File: config.mk
export PLATFORM = sky130hd
export DESIGN_NAME = ma_inverse_decoder
export DESIGN_NICKNAME = d
export VERILOG_FILES = /design/src/rtl/ma_inverse_decoder.sv
export SDC_FILE = /design/constraint.sdc
export NUM_CORES = 1
export LEC_CHECK = 0
export CAP_MARGIN = 20
export CORE_MARGIN = 1.5
export CORE_UTILIZATION = 61
export CTS_BUF_LIST = sky130_fd_sc_hd__clkbuf_8
export DETAILED_ROUTE_END_ITERATION = 12
export PLACE_DENSITY_LB_ADDON = 0.05
export RECOVER_POWER = 25
export SYNTH_ARGS = -nofsm -noshare
export SYNTH_HDL_FRONTEND = slang
export SYNTH_SLANG_ARGS = --single-unit
File: constraint.sdc
create_clock -name clk -period 9.9 [get_ports clk]
set_input_delay 0.99 -clock clk [delete_from_list [all_inputs] [get_ports clk]]
set_output_delay 0.99 -clock clk [all_outputs]
set_load 0.005 [all_outputs]
File: src/rtl/ma_inverse_decoder.sv
// Recursive inverse of the 4-tap moving-average encoder: x[n] = (y[n] >> SHIFT) - x[n-1] - x[n-2] - x[n-3] mod 2^(N-SHIFT).
// Optional MA_DEC_ERRCNT_EN adds a saturating 8-bit count of words with nonzero low SHIFT bits.
module ma_inverse_decoder #(
    parameter int N     = 16,
    parameter int SHIFT = 5
) (
    input  logic         clk,
    input  logic         reset,
    input  logic         clear,
    input  logic         in_valid,
    output logic         in_ready,
    input  logic [N-1:0] data_in,
    output logic         out_valid,
    input  logic         out_ready,
    output logic [N-1:0] data_out,
    output logic         err_lsb,
    output logic [1:0]   fill_state
`ifdef MA_DEC_ERRCNT_EN
    ,
    output logic [7:0]   err_count
`endif
);

    localparam int M = N - SHIFT;

    localparam logic [1:0] IDLE   = 2'd0;
    localparam logic [1:0] FILL1  = 2'd1;
    localparam logic [1:0] FILL2  = 2'd2;
    localparam logic [1:0] STEADY = 2'd3;

    // Modular difference; truncation to M bits provides the wrap.
    function automatic logic [M-1:0] decode_sample(
        input logic [M-1:0] s,
        input logic [M-1:0] a,
        input logic [M-1:0] b,
        input logic [M-1:0] c
    );
        decode_sample = s - a - b - c;
    endfunction

    function automatic logic [1:0] next_fill(input logic [1:0] st);
        case (st)
            IDLE:    next_fill = FILL1;
            FILL1:   next_fill = FILL2;
            default: next_fill = STEADY;
        endcase
    endfunction

    logic [M-1:0] h1, h2, h3;
    logic [1:0]   state;

    logic         accept;
    logic         lsb_bad_p0;
    logic [M-1:0] s_p0;
    logic [M-1:0] h1_eff, h2_eff, h3_eff;
    logic [M-1:0] x_p0;
    logic [1:0]   state_eff;

    assign in_ready   = !out_valid || out_ready;
    assign accept     = in_valid && in_ready;
    assign fill_state = state;

    // Stage p0: a clear in the same cycle makes this word see zero history.
    assign s_p0       = data_in[N-1:SHIFT];
    assign lsb_bad_p0 = |data_in[SHIFT-1:0];
    assign h1_eff     = clear ? '0 : h1;
    assign h2_eff     = clear ? '0 : h2;
    assign h3_eff     = clear ? '0 : h3;
    assign state_eff  = clear ? IDLE : state;
    assign x_p0       = decode_sample(s_p0, h1_eff, h2_eff, h3_eff);

    // Stage p1: output register, history and status.
    always_ff @(posedge clk) begin
        if (reset) begin
            out_valid <= 1'b0;
            data_out  <= '0;
            err_lsb   <= 1'b0;
            h1        <= '0;
            h2        <= '0;
            h3        <= '0;
            state     <= IDLE;
        end else begin
            if (accept) begin
                data_out  <= {{SHIFT{1'b0}}, x_p0};
                out_valid <= 1'b1;
            end else if (out_ready) begin
                out_valid <= 1'b0;
            end

            if (accept) begin
                h1    <= x_p0;
                h2    <= h1_eff;
                h3    <= h2_eff;
                state <= next_fill(state_eff);
            end else begin
                h1    <= h1_eff;
                h2    <= h2_eff;
                h3    <= h3_eff;
                state <= state_eff;
            end

            err_lsb <= (clear ? 1'b0 : err_lsb) | (accept && lsb_bad_p0);
        end
    end

`ifdef MA_DEC_ERRCNT_EN
    function automatic logic [7:0] sat_inc8(input logic [7:0] v);
        sat_inc8 = (v == 8'hFF) ? v : v + 8'd1;
    endfunction

    logic [7:0] cnt_eff;
    assign cnt_eff = clear ? 8'd0 : err_count;

    always_ff @(posedge clk) begin
        if (reset) begin
            err_count <= 8'd0;
        end else if (accept && lsb_bad_p0) begin
            err_count <= sat_inc8(cnt_eff);
        end else begin
            err_count <= cnt_eff;
        end
    end
`endif

endmodule

Word-level counts from Yosys, hierarchy flattened
Index checks and enable logic that the tools add are counted.
{ "totals": {"in_bits": 21, "regBits": 48, "word_cells": 31} }
{ "classes": {"eq_ne": 1, "n_addsub": 3, "bitwise": 1, "n_mux": 12, "reduce_logical": 7} }
{ "op_table": {"columns": ["operator", "count"], "rows": [
  ["two-way mux 11 bit", 6],
  ["subtractor 11 bit", 3],
  ["OR reduction 5 bit", 1],
  ["two-way mux 2 bit", 2],
  ["one-hot mux 2 bit (2 select lines)", 1],
  ["two-way mux 1 bit", 3],
  ["== test 2 x 1 -> 1 bit, second input constant", 1],
  ["logical AND 1 bit", 2],
  ["logical NOT 2 bit", 1],
  ["nonzero test 2 bit", 1],
  ["logical NOT 1 bit", 1],
  ["logical OR 1 bit", 1],
  ["bitwise OR 1 bit", 1]
]} }

Longest topological paths before layout
Gate-level depths: netlist of the first run.
{ "logic_depth": {"word_depth": 5, "mapped_depth": 15} }

Least setup slack after synthesis of the first run
No wires, ideal clock.
{ "synth_timing": {"path_type": "input port to flip-flop", "from": "input clear", "to": "register data_out[6]", "cell_stages": 13, "setup_time_ps": 117, "t_required_ps": 9783, "arrival_time_ps": 4044, "slack_ps": 5739, "path_cell_list": "clkbuf_1 clkbuf_1 nor2b_1 ha_1 fa_1 fa_1 fa_1 nand2b_1 a21oi_2 o21a_1 nor2_1 xnor2_1 a22o_1"} }
{ "synth_between": {"elab_chain_cells": 4, "word_cells_on_any_way": 6} }
{ "synth_rtl": {"columns": ["item", "line", "text"], "rows": [
  ["start, declared", "9", "input logic clear,"],
  ["two-way mux 11 bit", "66", "assign h1_eff = clear ? '0 : h1;"],
  ["subtractor 11 bit (2 in series)", "38", "decode_sample = s - a - b - c;"],
  ["subtractor 11 bit *", "38", null],
  ["end signal, assigned", "84", "data_out <= {{SHIFT{1'b0}}, x_p0};"],
  ["end, declared", "15", "output logic [N-1:0] data_out,"]
]} }
Every way passes the cells marked *; elsewhere a longest branch is shown, timed or not.
A chain may end at the register's enable or synchronous reset.

Worst setup path in the final report of the first run
{ "layout_timing": {"from": "input clear", "to": "register h1[10]"} }
{ "layout_between": {"elab_chain_cells": 5, "word_cells_on_any_way": 7} }
{ "layout_rtl": {"columns": ["item", "line", "text"], "rows": [
  ["two-way mux 11 bit", "66", null],
  ["subtractor 11 bit (3 in series)", "38", null],
  ["two-way mux 11 bit *", "90", "if (accept) begin"],
  ["end signal, assigned", "91", "h1 <= x_p0;"],
  ["end, declared", "49", "logic [M-1:0] h1, h2, h3;"]
]} }
Marked as above.

==> impl_metrics.yaml, run 1 <==
detailed_routing:
  drtPass1Iterations: 4
  drc_errors: 0
  ant_nets: 0
  vias_per_cell: 5.20
  num_vias: 2422
  wirelength_um: 5790
  drtIter0Drc: 150
  detail_route.wl_per_cell_um: 12.4
timing:
  fin_tns_setup_ps: 0
  report.final.slew_viol_count: 53
  finalCriticalPeriod_ps: 4420
  setup_viol: 0
  rsz0062_at_grt: "no"
  skew_ps: 8.20
  fin_crit_sh_pct: 44.7
  tightest_slew_ps: 2280
  hold_viol: 0
  slew_headroom_pct: -52.1
  max_freq_mhz: 226
setup_path:
  reg2reg_slack_ps: 6630
  criticalPathCategory: "primary input to flop"
  r2r-start: "h1[0]$_SDFF_PP0_"
  start_kind: "primary input"
  crit_path_max_fanout: 37
  critPathCaptureType: "flop"
  cp.required_ps: 10010
  r2r-end: "h1[10]$_SDFF_PP0_"
  ff2ff_path_depth: 11
  cp.arrival_ps: 4530
outcome:
  failed_checks: "capacitance limit, slew limit"
  status: "finished, violations left"
grt:
  grt_use_total_pct: 23.4
  grt_start_max_net_pins: 55
  antenna_found_initial: 0
  grt_pass1_vias: 2229
  grt_pass1_wl_um: 9800
  grt-ovfl-total: 0
pwr:
  leakage_uw: 0.00148
  ir_drop_mv: 0.107
  pwr_density_cell_nw_per_um2: 133
synthesis:
  synth_ff_type: "dfxtp_1"
  ys_seq_area_share_pct: 31.6
  ys_ff_latch: 48
  ys.warnings.count: 0
  synth.distinct_cells: 47
  synthesis.instances: 372
  async_flop_share_pct: 0
  syn_area_um2: 3040
  synth_edf_count: 0
  synth_area_per_cell_um2: 8.17
clock_tree:
  post-cts-setup-buffer-count: 0
  cts.clk_slew.worst_paths_ps: 80
  htree_levels: 2
  cts_hold_buf: 0
  clock_latency_ps: 310
  cts_resized: 0
  cts_sinks: 48
  clk_path_buf_depth: 2
  cts_made_buffers: 5
  cts_root_buf: "clkbuf_8"
  cts_tree: "done"
die:
  dieArea_um2: 5410
  num_rows: 25
  core_um2: 4750
  io_pins: 42
  initial_core_util_pct: 63.9
  die_y_um: 73.6
  die_w_um: 73.6
placed_design:
  dp_cells: 458
  io_buffers: 36
  gp_congestion: 0.733
  hpwl_um: 3890
finish:
  final_cell_mix: "48 x nand2_1, 48 x dfxtp_1, 46 x inv_1, 43 x a21oi_1, 26 x nor2b_1"
  drive_gt1_share_pct: 4.01
  num_antenna_cells: 0
  syn2layout_area_growth_pct: 14.7
  finish.net_count: 450
  final_cells: 466
flow_run:
  cap_viol_max_count: 1
hold_path:
  hold_path_depth: 2
  holdCritPathClass: "flop to flop"
  hp-start: "data_out[2]$_SDFFE_PP0P_"
  min_to: "data_out[2]$_SDFFE_PP0P_"
-- registers in the layout, indices dropped and copies added, names as in the netlist --
signal / count
h1: 11
h3: 11
data_out: 11
h2: 11
out_valid: 1
err_lsb: 1
fill_state: 2
-- through the flow --
step	hold WS, ps	total power, uW	utilization [%]	setup WS [ps]	area [um^2]
final	457	465	73.3	5480	3480
after global placement	442	346	71.3	5300	3390
after CTS	466	470	73.3	5560	3480
after global routing	475	492	73.3	5200	3480
after detailed placement	454	349	71.3	5230	3390
after floorplan	453	309	-	5740	3050
-- power breakdown --
| group | leakage, uW | internal [uW] | switching (uW) |
|---|---|---|---|
| logic | 0.00104 | 59.6 | 71.8 |
| registers | 0.000392 | 206 | 5.15 |
| clock network | 0.0000510 | 55.8 | 65.9 |
-- routing by layer --
metal	up-vias	track usage [%]	part of all wire, %
li1	1234	-	-
met4	0	7.41	1.5
met3	9	4.39	3.6
met5	-	0	0
met1	1124	31.1	48
met2	55	38.4	47
-- final cells by class --
class	instances	area [um^2]
clock buffer	6	82.6
clock inverter	2	10.0
fill	412	1270
inverter	46	173
multi-input combinational	258	1800
sequential	48	961
tap	67	83.8
timing repair buffer	39	377
-- how the worst max path moves through the flow --
stage	from	to	slack, ps	cells after the start
2_1_floorplan	clear	data_out[6]$_SDFFE_PP0P_	5740	13
3_3_place_gp	clear	h1[10]$_SDFF_PP0_	5300	13
3_5_place_dp	clear	h1[10]$_SDFF_PP0_	5230	13
4_1_cts	clear	h1[10]$_SDFF_PP0_	5560	13
5_1_grt	clear	h1[10]$_SDFF_PP0_	5200	13
6_report	clear	h1[10]$_SDFF_PP0_	5480	13
-- synthesized netlist by cell type, types with 2 or more instances --
cell type,number,area [um^2]
dfxtp_1,48,961
nand2_1,48,180
inv_1,46,173
a21oi_1,43,215
nor2b_1,26,163
fa_1,20,400
nor2_1,20,75.1
nand2b_1,18,113
ha_1,11,138
clkbuf_1,9,33.8
buf_2,8,40.0
nor3_1,8,40.0
buf_4,6,45.0
o21ai_1,6,30.0
mux2i_1,4,40.0
nand3_1,4,20.0
nand3b_1,4,30.0
xnor2_1,4,35.0
a21o_1,3,22.5
or4_1,3,22.5
a211oi_1,2,15.0
and3_1,2,12.5
nand4_1,2,12.5
nor3b_1,2,15.0
nor4_1,2,12.5
o21a_1,2,15.0
-- critical path: stages --
cell and delay, ps:
clkdlybuf4s50_1 450, buf_4 350, nor2b_1 140, ha_1 330, fa_1 470, fa_1 430
fa_1 390, nand2b_1 200, a21oi_2 200, nand4_1 140, a31o_1 240, nand3_1 100
o41ai_1 90
-- kinds of logic after synthesis --
logic type / Yosys count / synth area share [%]
xor+xnor: 6 / 2.18
mux: 4 / 1.32
buf+inv: 70 / 9.72
other cells: 1 / 0.123
flops: 48 / 31.6
fa+ha+maj: 31 / 17.7
simple gates: 144 / 24.3
compound gates: 68 / 13.0
(Power assumes the default switching activity.)
==> run 2: changes to the inputs <==
--- a/config.mk
+++ b/config.mk
@@ -7,7 +7,7 @@
 export LEC_CHECK = 0
 export CAP_MARGIN = 20
 export CORE_MARGIN = 1.5
-export CORE_UTILIZATION = 61
+export CORE_UTILIZATION = 57
 export CTS_BUF_LIST = sky130_fd_sc_hd__clkbuf_8
 export DETAILED_ROUTE_END_ITERATION = 12
 export PLACE_DENSITY_LB_ADDON = 0.05
==> constraint.sdc (replaced) <==
create_clock -name clk -period 4.6 [get_ports clk]
set_input_delay 0.46 -clock clk [delete_from_list [all_inputs] [get_ports clk]]
set_output_delay 0.46 -clock clk [all_outputs]
set_load 0.005 [all_outputs]
==> impl_metrics.yaml, run 2 (same netlist as run 1, synthesis figures left out) <==
placed_design:
  dpl_worst_slack_ps: 486
  hpwl_um: 4210
  gp_congestion: 0.778
  io_buffers: 36
  placed_cell_area_um2: 3420
die:
  die_y_um: 76.0
  initial_core_util_pct: 59.5
  num_rows: 26
  die_w_um: 76.0
  io_pins: 42
  core_um2: 5110
  dieArea_um2: 5780
timing:
  setup_viol: 0
  slew_headroom_pct: -45.6
  fin_tns_setup_ps: 0
  rsz0062_at_grt: "no"
  tightest_slew_ps: 2180
  fin_ws_ps: 714
  report.final.slew_viol_count: 53
  finalCriticalPeriod_ps: 3890
  hold_viol: 0
  fin_crit_sh_pct: 84.5
  skew_ps: 3.39
  max_freq_mhz: 257
hold_path:
  holdCritPathClass: "flop to flop"
detailed_routing:
  drtPass1Iterations: 4
  wirelength_um: 5790
  detail_route.wl_per_cell_um: 12.3
  vias_per_cell: 5.09
  num_vias: 2393
  drtIter0Drc: 126
  ant_nets: 0
  drc_errors: 0
setup_path:
  critPathCaptureType: "flop"
  crit_path_max_fanout: 16
  crit_slowest_cell: "clkdlybuf4s50_1"
  start_kind: "primary input"
  cp.arrival_ps: 4000
  slowest_delay_ps: 550
  criticalPathCategory: "primary input to flop"
  worstPathCellList: "clkdlybuf4s50_1, buf_4, nand2b_1, fa_1, inv_1, fa_1, inv_1, ha_1, nand2_1, o21ai_0, nand3_1, a31o_1, nand3_1, o41ai_1"
  cp.required_ps: 4720
pwr:
  ir_drop_mv: 0.144
  finalPower_uw: 996
  pwr_density_cell_nw_per_um2: 284
  leakage_uw: 0.00148
clock_tree:
  clock_latency_ps: 300
  cts_sinks: 48
  cts_made_buffers: 5
  clk_path_buf_depth: 2
  cts.clk_slew.worst_paths_ps: 90
  cts_root_buf: "clkbuf_8"
  cts_hold_buf: 0
  cts_resized: 0
  post-cts-setup-buffer-count: 0
  htree_levels: 2
  cts_tree: "done"
finish:
  num_antenna_cells: 0
  utilization_pct: 68.7
  syn2layout_area_growth_pct: 15.4
  nFillCells: 460
  postLayoutCellArea_um2: 3510
  final_cell_mix: "48 x nand2_1, 48 x dfxtp_1, 46 x inv_1, 43 x a21oi_1, 26 x nor2b_1"
  drive_gt1_share_pct: 4.25
  finish.net_count: 451
grt:
  grt_pass1_vias: 2231
  grt_start_max_net_pins: 53
  grt_pass1_wl_um: 9960
  grt-ovfl-total: 0
  grt_use_total_pct: 21.2
  antenna_found_initial: 0
outcome:
  failed_checks: "capacitance limit, slew limit"
  status: "finished, violations left"
flow_run:
  cap_viol_max_count: 1
## run 2: cell types whose count changed in the layout (fill, tap and decap cells not counted), sizes merged
cell | before | now
dlygate4sd3 | 14 | 15
clkinvlp | 0 | 2
buf | 3 | 4
clkbuf | 7 | 6
clkinv | 2 | 1
clkdlybuf4s50 | 21 | 20
## run 2: final timing paths
check                      startpoint                  endpoint  slack (ps)  cells past startpoint
max                             clear         h1[10]$_SDFF_PP0_         710                     14
min          data_out[2]$_SDFFE_PP0P_  data_out[2]$_SDFFE_PP0P_         460                      2
max reg2reg          h1[0]$_SDFF_PP0_         h1[10]$_SDFF_PP0_        1290                     11
min reg2reg  data_out[2]$_SDFFE_PP0P_  data_out[2]$_SDFFE_PP0P_         460                      2
## run 2: layout make-up
cell class | count | area [um^2] | share of cell area [%]
multi-input combinational | 258 | 1800 | 51.2
sequential | 48 | 961 | 27.4
timing repair buffer | 40 | 397 | 11.3
inverter | 46 | 173 | 4.92
tap | 70 | 87.6 | 2.50
clock buffer | 5 | 68.8 | 1.96
clock inverter | 3 | 23.8 | 0.678
## run 2: metrics by stage
step                std cells  hold WS [ps]
floorplan                 376           453
global placement          462           443
detailed placement        462           448
CTS                       470           462
global route              470           472
finish                    470           456
## run 2: layer usage
layer / global-route usage (%) / up-vias / wire [um]
li1: - / 1240 / -
met1: 29.3 / 1113 / 2880
met2: 34.3 / 35 / 2690
met3: 4.07 / 5 / 172
met4: 5.56 / 0 / 53
met5: 0 / - / 0
## run 2: critical path: cells and delay by family
family	cells	cell delay, ps
adder cells (fa/ha/maj)	3	1460
buffers and inverters	4	920
AND/OR/NAND/NOR	4	570
AO/OA/AOI/OAI	3	570
## run 2: report_power, final
part	internal, uW	total, uW	switching [uW]
combinational	130	282	152
clock	108	259	151
sequential	444	455	10.9
total	682	996	314
==> run 3: changes to the inputs <==
--- a/config.mk
+++ b/config.mk
@@ -7,7 +7,7 @@
 export LEC_CHECK = 0
 export CAP_MARGIN = 20
 export CORE_MARGIN = 1.5
-export CORE_UTILIZATION = 57
+export CORE_UTILIZATION = 51
 export CTS_BUF_LIST = sky130_fd_sc_hd__clkbuf_8
 export DETAILED_ROUTE_END_ITERATION = 12
 export PLACE_DENSITY_LB_ADDON = 0.05
==> constraint.sdc (replaced) <==
create_clock -name clk -period 3.45 [get_ports clk]
set_input_delay 0.345 -clock clk [delete_from_list [all_inputs] [get_ports clk]]
set_output_delay 0.345 -clock clk [all_outputs]
set_load 0.005 [all_outputs]
==> impl_metrics.yaml, run 3 (same netlist as run 1, synthesis figures left out) <==
timing:
  skew_ps: 7.08
  fin_crit_sh_pct: 91.6
  whs_ps: 453
  rsz0062_at_grt: "no"
  hold_viol: 0
  max_freq_mhz: 317
  slew_headroom_pct: 35.8
  report.final.slew_viol_count: 0
  tightest_slew_ps: 963
  finalCriticalPeriod_ps: 3160
  setup_viol: 0
die:
  initial_core_util_pct: 53.8
  io_pins: 42
  die_w_um: 80.2
  core_um2: 5640
  num_rows: 27
  dieArea_um2: 6430
  die_y_um: 80.2
finish:
  final_cell_mix: "48 x dfxtp_1, 47 x inv_1, 47 x nand2_1, 47 x buf_4, 43 x a21oi_1"
  finish.net_count: 494
  num_antenna_cells: 0
  layout_commonest_cell: "dfxtp_1"
  drive_gt1_share_pct: 14.9
  postLayoutCellArea_um2: 3870
  ff_latch_area_um2: 961
  nFillCells: 474
  final_cells: 515
  syn2layout_area_growth_pct: 27.4
  multi_input_area_um2: 1840
setup_path:
  crit_path_max_fanout: 10
  cp.arrival_ps: 3310
  criticalPathCategory: "primary input to flop"
  cp.required_ps: 3610
  ff2ff_path_depth: 11
  r2r-end: "h1[10]$_SDFF_PP0_"
  reg2reg_slack_ps: 300
  r2r-start: "h1[0]$_SDFF_PP0_"
  critPathCaptureType: "flop"
  start_kind: "primary input"
grt:
  grt-ovfl-total: 0
  grt_use_total_pct: 21.8
  grt_pass1_wl_um: 11000
  grt_pass1_vias: 2505
  antenna_found_initial: 0
  grt_start_max_net_pins: 53
placed_design:
  dp_cells: 507
  hpwl_um: 4730
  gp_congestion: 0.814
  io_buffers: 36
  placed_cell_area_um2: 3730
detailed_routing:
  drtPass1Iterations: 4
  vias_per_cell: 5.02
  num_vias: 2586
  drtIter0Drc: 75
  drc_errors: 0
  detail_route.wl_per_cell_um: 12.4
  wirelength_um: 6410
  ant_nets: 0
clock_tree:
  htree_levels: 2
  clock_latency_ps: 300
  cts.clk_slew.worst_paths_ps: 80
  cts_root_buf: "clkbuf_8"
  post-cts-setup-buffer-count: 0
  clk_path_buf_depth: 2
  cts_hold_buf: 0
  cts_sinks: 48
  cts_tree: "done"
  cts_made_buffers: 5
hold_path:
  hold_path_depth: 2
  holdCritPathClass: "flop to flop"
  hp-start: "data_out[3]$_SDFFE_PP0P_"
  min_to: "data_out[3]$_SDFFE_PP0P_"
pwr:
  finalPower_uw: 1460
  intPower_uw: 1040
  leakage_uw: 0.00172
  power_frac_seq_pct: 41.5
  pwr_density_cell_nw_per_um2: 378
  power.net_switching_uw: 427
  ir_drop_mv: 0.351
  power_frac_clock_pct: 27.3
  switching_share_pct: 29.2
  pwr-share-comb_pct: 31.2
outcome:
  status: "finished clean"
flow_run:
  cap_viol_max_count: 0
## run 3: cell types whose count changed in the layout (fill, tap and decap cells not counted), moves of 2 or more
cell	delta
nor2b_1	-2
buf_4	+44
nor2b_2	+2
clkinvlp_4	-2
## run 3: critical path: stages
cell and delay [ps]:
clkbuf_2 150, buf_4 190, nor2b_1 150, inv_1 80, fa_1 550, inv_1 60, fa_1 510, inv_1 50
ha_1 320, nand2b_1 170, buf_4 130, nand2_1 40, a211oi_1 230, nor3_1 110, a21oi_1 160, nor2_1 50
## run 3: metrics by stage
step	utilization, %	worst slack (ps)	TNS, ps
floorplan	-	38.7	0
global placement	66.1	-468	-5580
detailed placement	66.1	-507	-6590
CTS	68.2	111	0
global route	68.6	78.1	0
finish	68.6	291	0
## run 3: how the worst max path moves through the flow
stage	from	to	slack [ps]	cells after the start
2_1_floorplan	clear	data_out[6]$_SDFFE_PP0P_	40	13
3_3_place_gp	clear	h1[10]$_SDFF_PP0_	-470	15
3_5_place_dp	clear	h1[7]$_SDFF_PP0_	-510	14
4_1_cts	clear	h1[10]$_SDFF_PP0_	110	15
5_1_grt	h2[0]$_SDFF_PP0_	h1[10]$_SDFF_PP0_	80	11
6_report	clear	h1[4]$_SDFF_PP0_	290	16
## run 3: layout make-up
class                           count  share of cell area (%)
Timing Repair Buffer               83                    18.2
Clock inverter                      3                    1.00
Multi-Input combinational cell    258                    47.4
Clock buffer                        5                    1.78
Sequential cell                    48                    24.8
Tap cell                           72                    2.33
Inverter                           46                    4.46
## run 3: power groups by stage
stage	clock network (uW)	logic, uW	registers [uW]
4_1_cts	412	455	608
3_5_place_dp	0	450	620
2_1_floorplan	0	268	620
5_1_grt	432	508	611
3_3_place_gp	0	444	621
6_report	400	456	607
## run 3: timing repair
item                       CTS  global route
pin swaps                    1             0
resized for setup            3             7
setup endpoints to repair   14            10
## run 3: routing by layer
layer	up-vias	part of all wire, %	GRT usage, %
li1	1325	-	-
met1	1214	49	28.4
met2	43	47	37.1
met3	4	3.5	3.64
met4	0	0.80	5.86
met5	-	0	0
